**config.mk**
```make
export PLATFORM = sky130hd
export DESIGN_NAME = writeback_unit
export DESIGN_NICKNAME = d
export VERILOG_FILES = /design/src/rtl/writeback_unit.sv
export SDC_FILE = /design/constraint.sdc
export NUM_CORES = 1
export LEC_CHECK = 0
export ABC_AREA = 0
export CORE_UTILIZATION = 38
export CTS_BUF_LIST = sky130_fd_sc_hd__clkbuf_4
export DETAILED_ROUTE_END_ITERATION = 16
export PLACE_DENSITY = 0.85
export SYNTH_ARGS = -nofsm -noshare
export SYNTH_HDL_FRONTEND = slang
export SYNTH_SLANG_ARGS = --single-unit
```
**constraint.sdc**
```tcl
create_clock -name clk -period 1.97 [get_ports clk]
set_input_delay 0.394 -clock clk [delete_from_list [all_inputs] [get_ports clk]]
set_output_delay 0.394 -clock clk [all_outputs]
set_load 0.02 [all_outputs]
```
**src/rtl/writeback_unit.sv**
```systemverilog
`default_nettype none
// ============================================================================
// Module      : writeback_unit
// Description : Registered writeback stage: selects the result source, aligns
//               and extends load data, waits for slow memory reads.
// Revision    : 1.0 - initial release
// ============================================================================
module writeback_unit #(
    parameter int DATA_WIDTH     = 32,
    parameter int REG_ADDR_WIDTH = 5,
    parameter int OFF_WIDTH      = 2
) (
    input  logic                      clk,
    input  logic                      rst,
    input  logic                      in_valid,
    output logic                      in_ready,
    input  logic [1:0]                mem_to_reg,
    input  logic [DATA_WIDTH-1:0]     alu_out,
    input  logic [DATA_WIDTH-1:0]     pc_plus4,
    input  logic [DATA_WIDTH-1:0]     imm,
    input  logic [2:0]                load_funct3,
    input  logic [OFF_WIDTH-1:0]      addr_off,
    input  logic [REG_ADDR_WIDTH-1:0] rd_addr,
    input  logic                      reg_write,
    input  logic                      dmem_rvalid,
    input  logic [DATA_WIDTH-1:0]     dmem_rdata,
    output logic                      rd_wr_en,
    output logic [REG_ADDR_WIDTH-1:0] rd_wr_addr,
    output logic [DATA_WIDTH-1:0]     rd_wr_data,
    output logic                      busy
);

    typedef enum logic [0:0] {
        S_IDLE      = 1'b0,
        S_WAIT_LOAD = 1'b1
    } state_t;

    state_t                    r_state;
    state_t                    w_state_next;
    logic [REG_ADDR_WIDTH-1:0] r_rd_addr;
    logic                      r_reg_write;
    logic [2:0]                r_funct3;
    logic [OFF_WIDTH-1:0]      r_off;

    logic                      w_is_load;
    logic                      w_complete;
    logic                      w_capture;
    logic [REG_ADDR_WIDTH-1:0] w_rd_addr;
    logic                      w_reg_write;
    logic [2:0]                w_funct3;
    logic [OFF_WIDTH-1:0]      w_off;
    logic [7:0]                w_byte;
    logic [15:0]               w_half;
    logic [31:0]               w_word;
    logic [DATA_WIDTH-1:0]     w_load_data;
    logic [DATA_WIDTH-1:0]     w_result;

    assign in_ready  = (r_state == S_IDLE);
    assign busy      = (r_state == S_WAIT_LOAD);
    assign w_is_load = (mem_to_reg == 2'b01);

    // In WAIT_LOAD the load's fields come from the capture registers.
    assign w_rd_addr   = busy ? r_rd_addr   : rd_addr;
    assign w_reg_write = busy ? r_reg_write : reg_write;
    assign w_funct3    = busy ? r_funct3    : load_funct3;
    assign w_off       = busy ? r_off       : addr_off;

    assign w_byte = dmem_rdata[{w_off, 3'b000} +: 8];
    assign w_half = dmem_rdata[{w_off[OFF_WIDTH-1:1], 4'b0000} +: 16];

    generate
        if (DATA_WIDTH == 64) begin : g_word64
            assign w_word = dmem_rdata[{w_off[OFF_WIDTH-1], 5'b00000} +: 32];
        end else begin : g_word32
            assign w_word = dmem_rdata[31:0];
        end
    endgenerate

    always_comb begin
        w_load_data = dmem_rdata;
        case (w_funct3)
            3'b000: w_load_data = {{(DATA_WIDTH-8){w_byte[7]}}, w_byte};
            3'b001: w_load_data = {{(DATA_WIDTH-16){w_half[15]}}, w_half};
            3'b100: w_load_data = {{(DATA_WIDTH-8){1'b0}}, w_byte};
            3'b101: w_load_data = {{(DATA_WIDTH-16){1'b0}}, w_half};
            3'b010: begin
                if (DATA_WIDTH == 64) begin
                    w_load_data = {{(DATA_WIDTH-32){w_word[31]}}, w_word};
                end
            end
            3'b110: begin
                if (DATA_WIDTH == 64) begin
                    w_load_data = {{(DATA_WIDTH-32){1'b0}}, w_word};
                end
            end
            default: w_load_data = dmem_rdata;
        endcase
    end

    always_comb begin
        w_result = alu_out;
        if (busy) begin
            w_result = w_load_data;
        end else begin
            case (mem_to_reg)
                2'b00:   w_result = alu_out;
                2'b01:   w_result = w_load_data;
                2'b10:   w_result = pc_plus4;
                default: w_result = imm;
            endcase
        end
    end

    always_comb begin
        w_state_next = r_state;
        w_complete   = 1'b0;
        w_capture    = 1'b0;
        case (r_state)
            S_IDLE: begin
                if (in_valid) begin
                    if (w_is_load && !dmem_rvalid) begin
                        w_capture    = 1'b1;
                        w_state_next = S_WAIT_LOAD;
                    end else begin
                        w_complete = 1'b1;
                    end
                end
            end
            S_WAIT_LOAD: begin
                if (dmem_rvalid) begin
                    w_complete   = 1'b1;
                    w_state_next = S_IDLE;
                end
            end
            default: w_state_next = S_IDLE;
        endcase
    end

    always_ff @(posedge clk) begin
        if (rst) begin
            r_state <= S_IDLE;
        end else begin
            r_state <= w_state_next;
        end
    end

    always_ff @(posedge clk) begin
        if (rst) begin
            r_rd_addr   <= '0;
            r_reg_write <= 1'b0;
            r_funct3    <= '0;
            r_off       <= '0;
        end else if (w_capture) begin
            r_rd_addr   <= rd_addr;
            r_reg_write <= reg_write;
            r_funct3    <= load_funct3;
            r_off       <= addr_off;
        end
    end

    always_ff @(posedge clk) begin
        if (rst) begin
            rd_wr_en   <= 1'b0;
            rd_wr_addr <= '0;
            rd_wr_data <= '0;
        end else if (w_complete) begin
            rd_wr_en   <= w_reg_write && (w_rd_addr != '0);
            rd_wr_addr <= w_rd_addr;
            rd_wr_data <= w_result;
        end else begin
            rd_wr_en   <= 1'b0;
        end
    end

endmodule
`default_nettype wire

```
# == Yosys cells after proc, flatten, opt, wreduce, memory -nomap -nowiden ==
# Cells that the tools add are included.
# word_totals
reg_bits,50
latchBits,0
mem_bits_rw,0
mem_bits_ro,0
in_bits,145
output_inout_bits,40
word_cells,40
n_memories,0
# op_classes
add_sub_neg,0
n_mul,0
div,0
order_cmp,0
eq_ne,5
n_shift,2
mux,16
bitwise,2
reduce_logical,7
# op_table
op,count
32-bit case mux with 4 select lines,1
32-bit case mux with 3 select lines,1
32-bit two-way mux,1
32-bit by 6-bit variable part select with 16-bit output,1
32-bit by 6-bit variable part select with 8-bit output,1
1-bit two-way mux,8
3-bit equality test (second input constant),2
5-bit two-way mux,1
5-bit nonzero test,1
1-bit case mux with 2 select lines,2
3-bit by 1-bit equality test with 1-bit output (second input constant),1
3-bit logical NOT,1
3-bit two-way mux,1
2-bit by 1-bit equality test with 1-bit output (second input constant),1
2-bit equality test (second input constant),1
1-bit logical AND,2
2-bit logical NOT,1
2-bit two-way mux,1
1-bit NOT,2
2-bit OR reduction,1
1-bit logical NOT,1

# == Logic depth before layout (Yosys ltp) ==
# Gate-level depths: netlist (run 1).
# logic_depth
depth_word,7
ltp_mapped,8
ltp_nobuf,5

# == Worst setup path before layout (run 1) ==
# OpenSTA, ideal clock, no wires.
# synth_path
path_type,register -> register
startpoint,"register r_state, in the netlist busy"
endpoint,register rd_wr_data[16]
setup_time_ns,0.117
arrival_ns,2.198
required_ns,1.853
slack_ns,-0.344
stages_incl_launch_ff,8
n_path_buf,2
period_less_slack_ns,2.314
cell_sequence,dfxtp_1 > buf_6 > mux2_4 > mux4_2 > and2_4 > o41a_1 > buf_6 > a22o_1
# synth_via
elab_chain_cells,5
elab_cells_between_ends,13
classes_between,eq/ne: 3; shift: 2; mux: 6; bitwise: 1; reduce/logical: 1
# synth_rtl
item,line,text
"start, declared",38,state_t r_state;
"start signal, assigned",143,r_state <= w_state_next;
2-bit two-way mux or 3-bit two-way mux (tied branches),"66, 65",
32-bit by 6-bit variable part select with 16-bit output (tied with other cells),69,"assign w_half = dmem_rdata[{w_off[OFF_WIDTH-1:1], 4'b0000} +: 16];"
32-bit case mux with 4 select lines,81,case (w_funct3)
32-bit case mux with 3 select lines,105,case (mem_to_reg)
32-bit two-way mux,102,if (busy) begin
"end signal, assigned",169,rd_wr_data <= w_result;
"end, declared",29,"output logic [DATA_WIDTH-1:0] rd_wr_data,"
# Parallel ways exist; a longest one is shown, timed or not.
# A chain may end at the register's enable or synchronous reset.

# == Worst setup path in the final report (run 1) ==
# layout_path
startpoint,"register r_state, in the netlist busy"
endpoint,register rd_wr_data[21]
# The elaborated chain is that of the path after synthesis.

==> impl_results.md, run 1 <==
* Overflow after GRT at 0
* Synth top area cells: dfxtp_1 (27%), mux2i_1 (13%), nor2_1 (5.9%), a21oi_1 (4.9%), mux2_2 (4.6%)
* Reg power frac at 37.2%
* Final instance area at 6248 um2
* Failing checks: setup timing
* Mux cell area share after synthesis at 19.11%
* Worst rel slew slack at 70.18%
* Max Fclk at 0.4831 GHz
* Routed vias/inst at 5.660
* Power, Total at 3.041 mW
* Post-synthesis cell area at 3646 um2
* Switch Pwr at 0.9971 mW
* Worst setup path class: reg -> reg
* CP required at 2.28 ns
* Ys async rst share at 0%
* RSZ-0062 raised after global routing: yes
* Dpl hpwl at 12070 um
* Status: complete, but fails checks
* Peak VDD IR at 310.7 uV
* P per Cell Area at 486.7 nW/um2
* Die H at 99.95 um
* Largest family of logic cells by synthesized area: compound AO/OA/AOI/OAI gates
* Die area at 9990 um2
* Hold Path Class: in -> reg
* Simple-gate share of the synthesized area at 18.98%
* Syn Nets at 615
* Sequential area share after synthesis at 27.45%
* DRC Markers at 0
* Hold-fix buffers, CTS at 0
* Synth Area in XOR/XNOR at 0%
* Synth warn at 0
* Period utilisation layout at 105.1%
* Slew Limit Fails at 0
* Htree depth at 2
* Worst Slack Setup Final at -0.1001 ns
* Initial antenna violation count at 0
* Port Buf Inserts at 184
* Antenna Cells at 0
* Power share of the clock group at 21.1%
* CP endpoint kind: flip-flop
* Vias at 4613
* Min Tclk post-route at 2.070 ns
* Ports at 185
* Internal at 2.044 mW
* Reg2reg setup slack at -0.10 ns
* Clk_lat worst skew at 0.40 ns
* Final GP Congestion at 0.9289
* Post-synth top cells: nor2_1 (57), dfxtp_1 (50), mux2i_1 (49)
* CP peak stage delay at 0.46 ns
* Core area at 9284 um2
* Area share of the largest cell type after synthesis at 27.45%
* Pre-CTS setup slack at -0.5913 ns
* Share of layout cells above drive strength 1 at 17.06%
* Compound-Gate Fraction of Synth Area at 29.00%
* Post-layout net count at 830
* WL final at 15290 um
* Adder-cell share of the synthesized area at 0%
* Slew @ Worst Pin at 0.4448 ns
* Worst-path maximum fanout at 5
* Synth area leader: dfxtp_1
* Clock-pin slew on the worst setup and hold paths at 0.16 ns
* Drt wl/cell at 18.76 um
* Placement Cell Area at 5957 um2
* Clock root buffer: clkbuf_4
* Routed Antenna Nets at 0
* Global-route wire length before repair at 22850 um
* Final setup violation count at 10
* Initial DRC count at 304
* Critical-path cell list: mux2_4 > mux4_2 > and2_4 > o41a_1 > a22o_1
* Sw Ratio at 32.79%
* Filler instances at 798
* Top FF cell, synth: dfxtp_1
* Deepest clock path buffer count at 2
* Slowest CP cell: mux4_2
* Final Skew at 0.005177 ns
* Area Overhead vs Synth at 71.38%
* Post-synth EDFFs at 0
* Final core area utilization at 67.30%
* FF+latch count, synth at 50
* First-pass DRT Iterations at 7
* Combinational share of power at 41.7%
* Number of global-route vias before repair at 4498
* CTS tree: done
* Cts bufs inserted at 5
* Pleak at 2.469 nW
* Std cell rows at 35
* Clock Sink Count at 50
* Chip width at 99.95 um
* Initial Util at 39.27%
* WP data arrival at 2.38 ns
* Overall Global Routing Usage at 29.40%
* Maxcap violations at 0
* Syn avg cell area at 7.757 um2
* Yosys cell types at 49
* Worst setup SP type: flip-flop
* Hold slack at 0.4033 ns
* Final hold viol count at 0
* Most frequent cell after synthesis: nor2_1
* Mapped Cells at 470
* Largest net degree at the start of global routing at 45
[per-stage QoR]
step | std cells | TNS, ns
floorplan | 470 | -1.649
global placement | 803 | -15.98
detailed placement | 803 | -17.36
CTS | 814 | -1.335
global route | 815 | -1.440
finish | 815 | -0.6780
[power groups by stage]
stage | logic (mW) | clock network, mW | registers [mW]
final | 1.27 | 0.641 | 1.13
after global routing | 1.35 | 0.673 | 1.14
after CTS | 1.21 | 0.641 | 1.13
after detailed placement | 1.19 | 0 | 1.15
after global placement | 1.17 | 0 | 1.15
after floorplan | 0.448 | 0 | 1.22
[cell families after synthesis]
group           Yosys count
compound gates          157
simple gates            149
mux                      66
flops                    50
buf+inv                  48
[area by class of cell]
cell class / count / area [um2] / area share, %
inverters: 10 / 37.54 / 0.6007
flip-flops and latches: 50 / 1005 / 16.08
repair buffers: 245 / 2357 / 37.73
multi-input cells: 373 / 2608 / 41.73
clock inverters: 3 / 42.54 / 0.6808
well taps: 129 / 161.4 / 2.583
clock buffers: 5 / 37.54 / 0.6007
[sequential cells by signal, indices dropped and copies added, names as in the netlist]
register     cells
rd_wr_data      32
r_rd_addr        5
rd_wr_addr       5
r_funct3         3
r_off            2
busy             1
r_reg_write      1
rd_wr_en         1
[what timing repair did]
item | CTS | global route
setup buffers | 2 | 0
resized for setup | 11 | 27
gates cloned | 1 | 1
pin swaps | 0 | 4
endpoints found under the setup margin | 24 | 32
[worst max-delay path, delay by kind of cell, from the launching register on]
family | cells | cell delay (ns)
muxes | 2 | 0.77
AOI/OAI and AO/OA | 2 | 0.63
DFF | 1 | 0.41
and+or+nand+nor | 1 | 0.17
[metal layers]
layer,GRT usage (%),vias up,part of all wire (%)
met5,0,-,0
met4,11.20,0,2.8
met3,3.830,35,7.1
met2,50.82,230,49
met1,37.22,2158,41
li1,-,2190,-
[final timing paths]
path,start,end,cells after the start
worst min-delay path,addr_off[1],r_off[1],3
worst max-delay path,busy,rd_wr_data[21],5
worst max register to register,busy,rd_wr_data[21],5
worst min register to register,rd_wr_data[12],rd_wr_data[12],2
[placed cells by master (no fill, tap or decap), types with 6 or more instances in the layout]
cell type,count
clkdlybuf4s50_1,181
nor2_1,57
buf_4,55
dfxtp_1,49
mux2i_1,46
nand2_1,42
a21oi_1,35
o21ai_0,26
mux2_2,15
a22o_1,15
a211oi_1,13
nor3_1,11
inv_1,10
nand3b_1,9
o21ai_1,9
o211ai_1,9
o22ai_1,8
nand2b_1,8
a221oi_2,7
a311oi_1,6
o221ai_1,6
Note: power is estimated with default switching activity, not from simulation.
==> inputs of run 2 (changes only) <==
--- a/config.mk
+++ b/config.mk
@@ -8,6 +8,7 @@
 export ABC_AREA = 0
 export CORE_UTILIZATION = 38
 export CTS_BUF_LIST = sky130_fd_sc_hd__clkbuf_4
+export CTS_CLUSTER_SIZE = 12
 export DETAILED_ROUTE_END_ITERATION = 16
 export PLACE_DENSITY = 0.85
 export SYNTH_ARGS = -nofsm -noshare
==> results of run 2 <==
The final DEF is identical to that of run 1; final timing and power are the same.
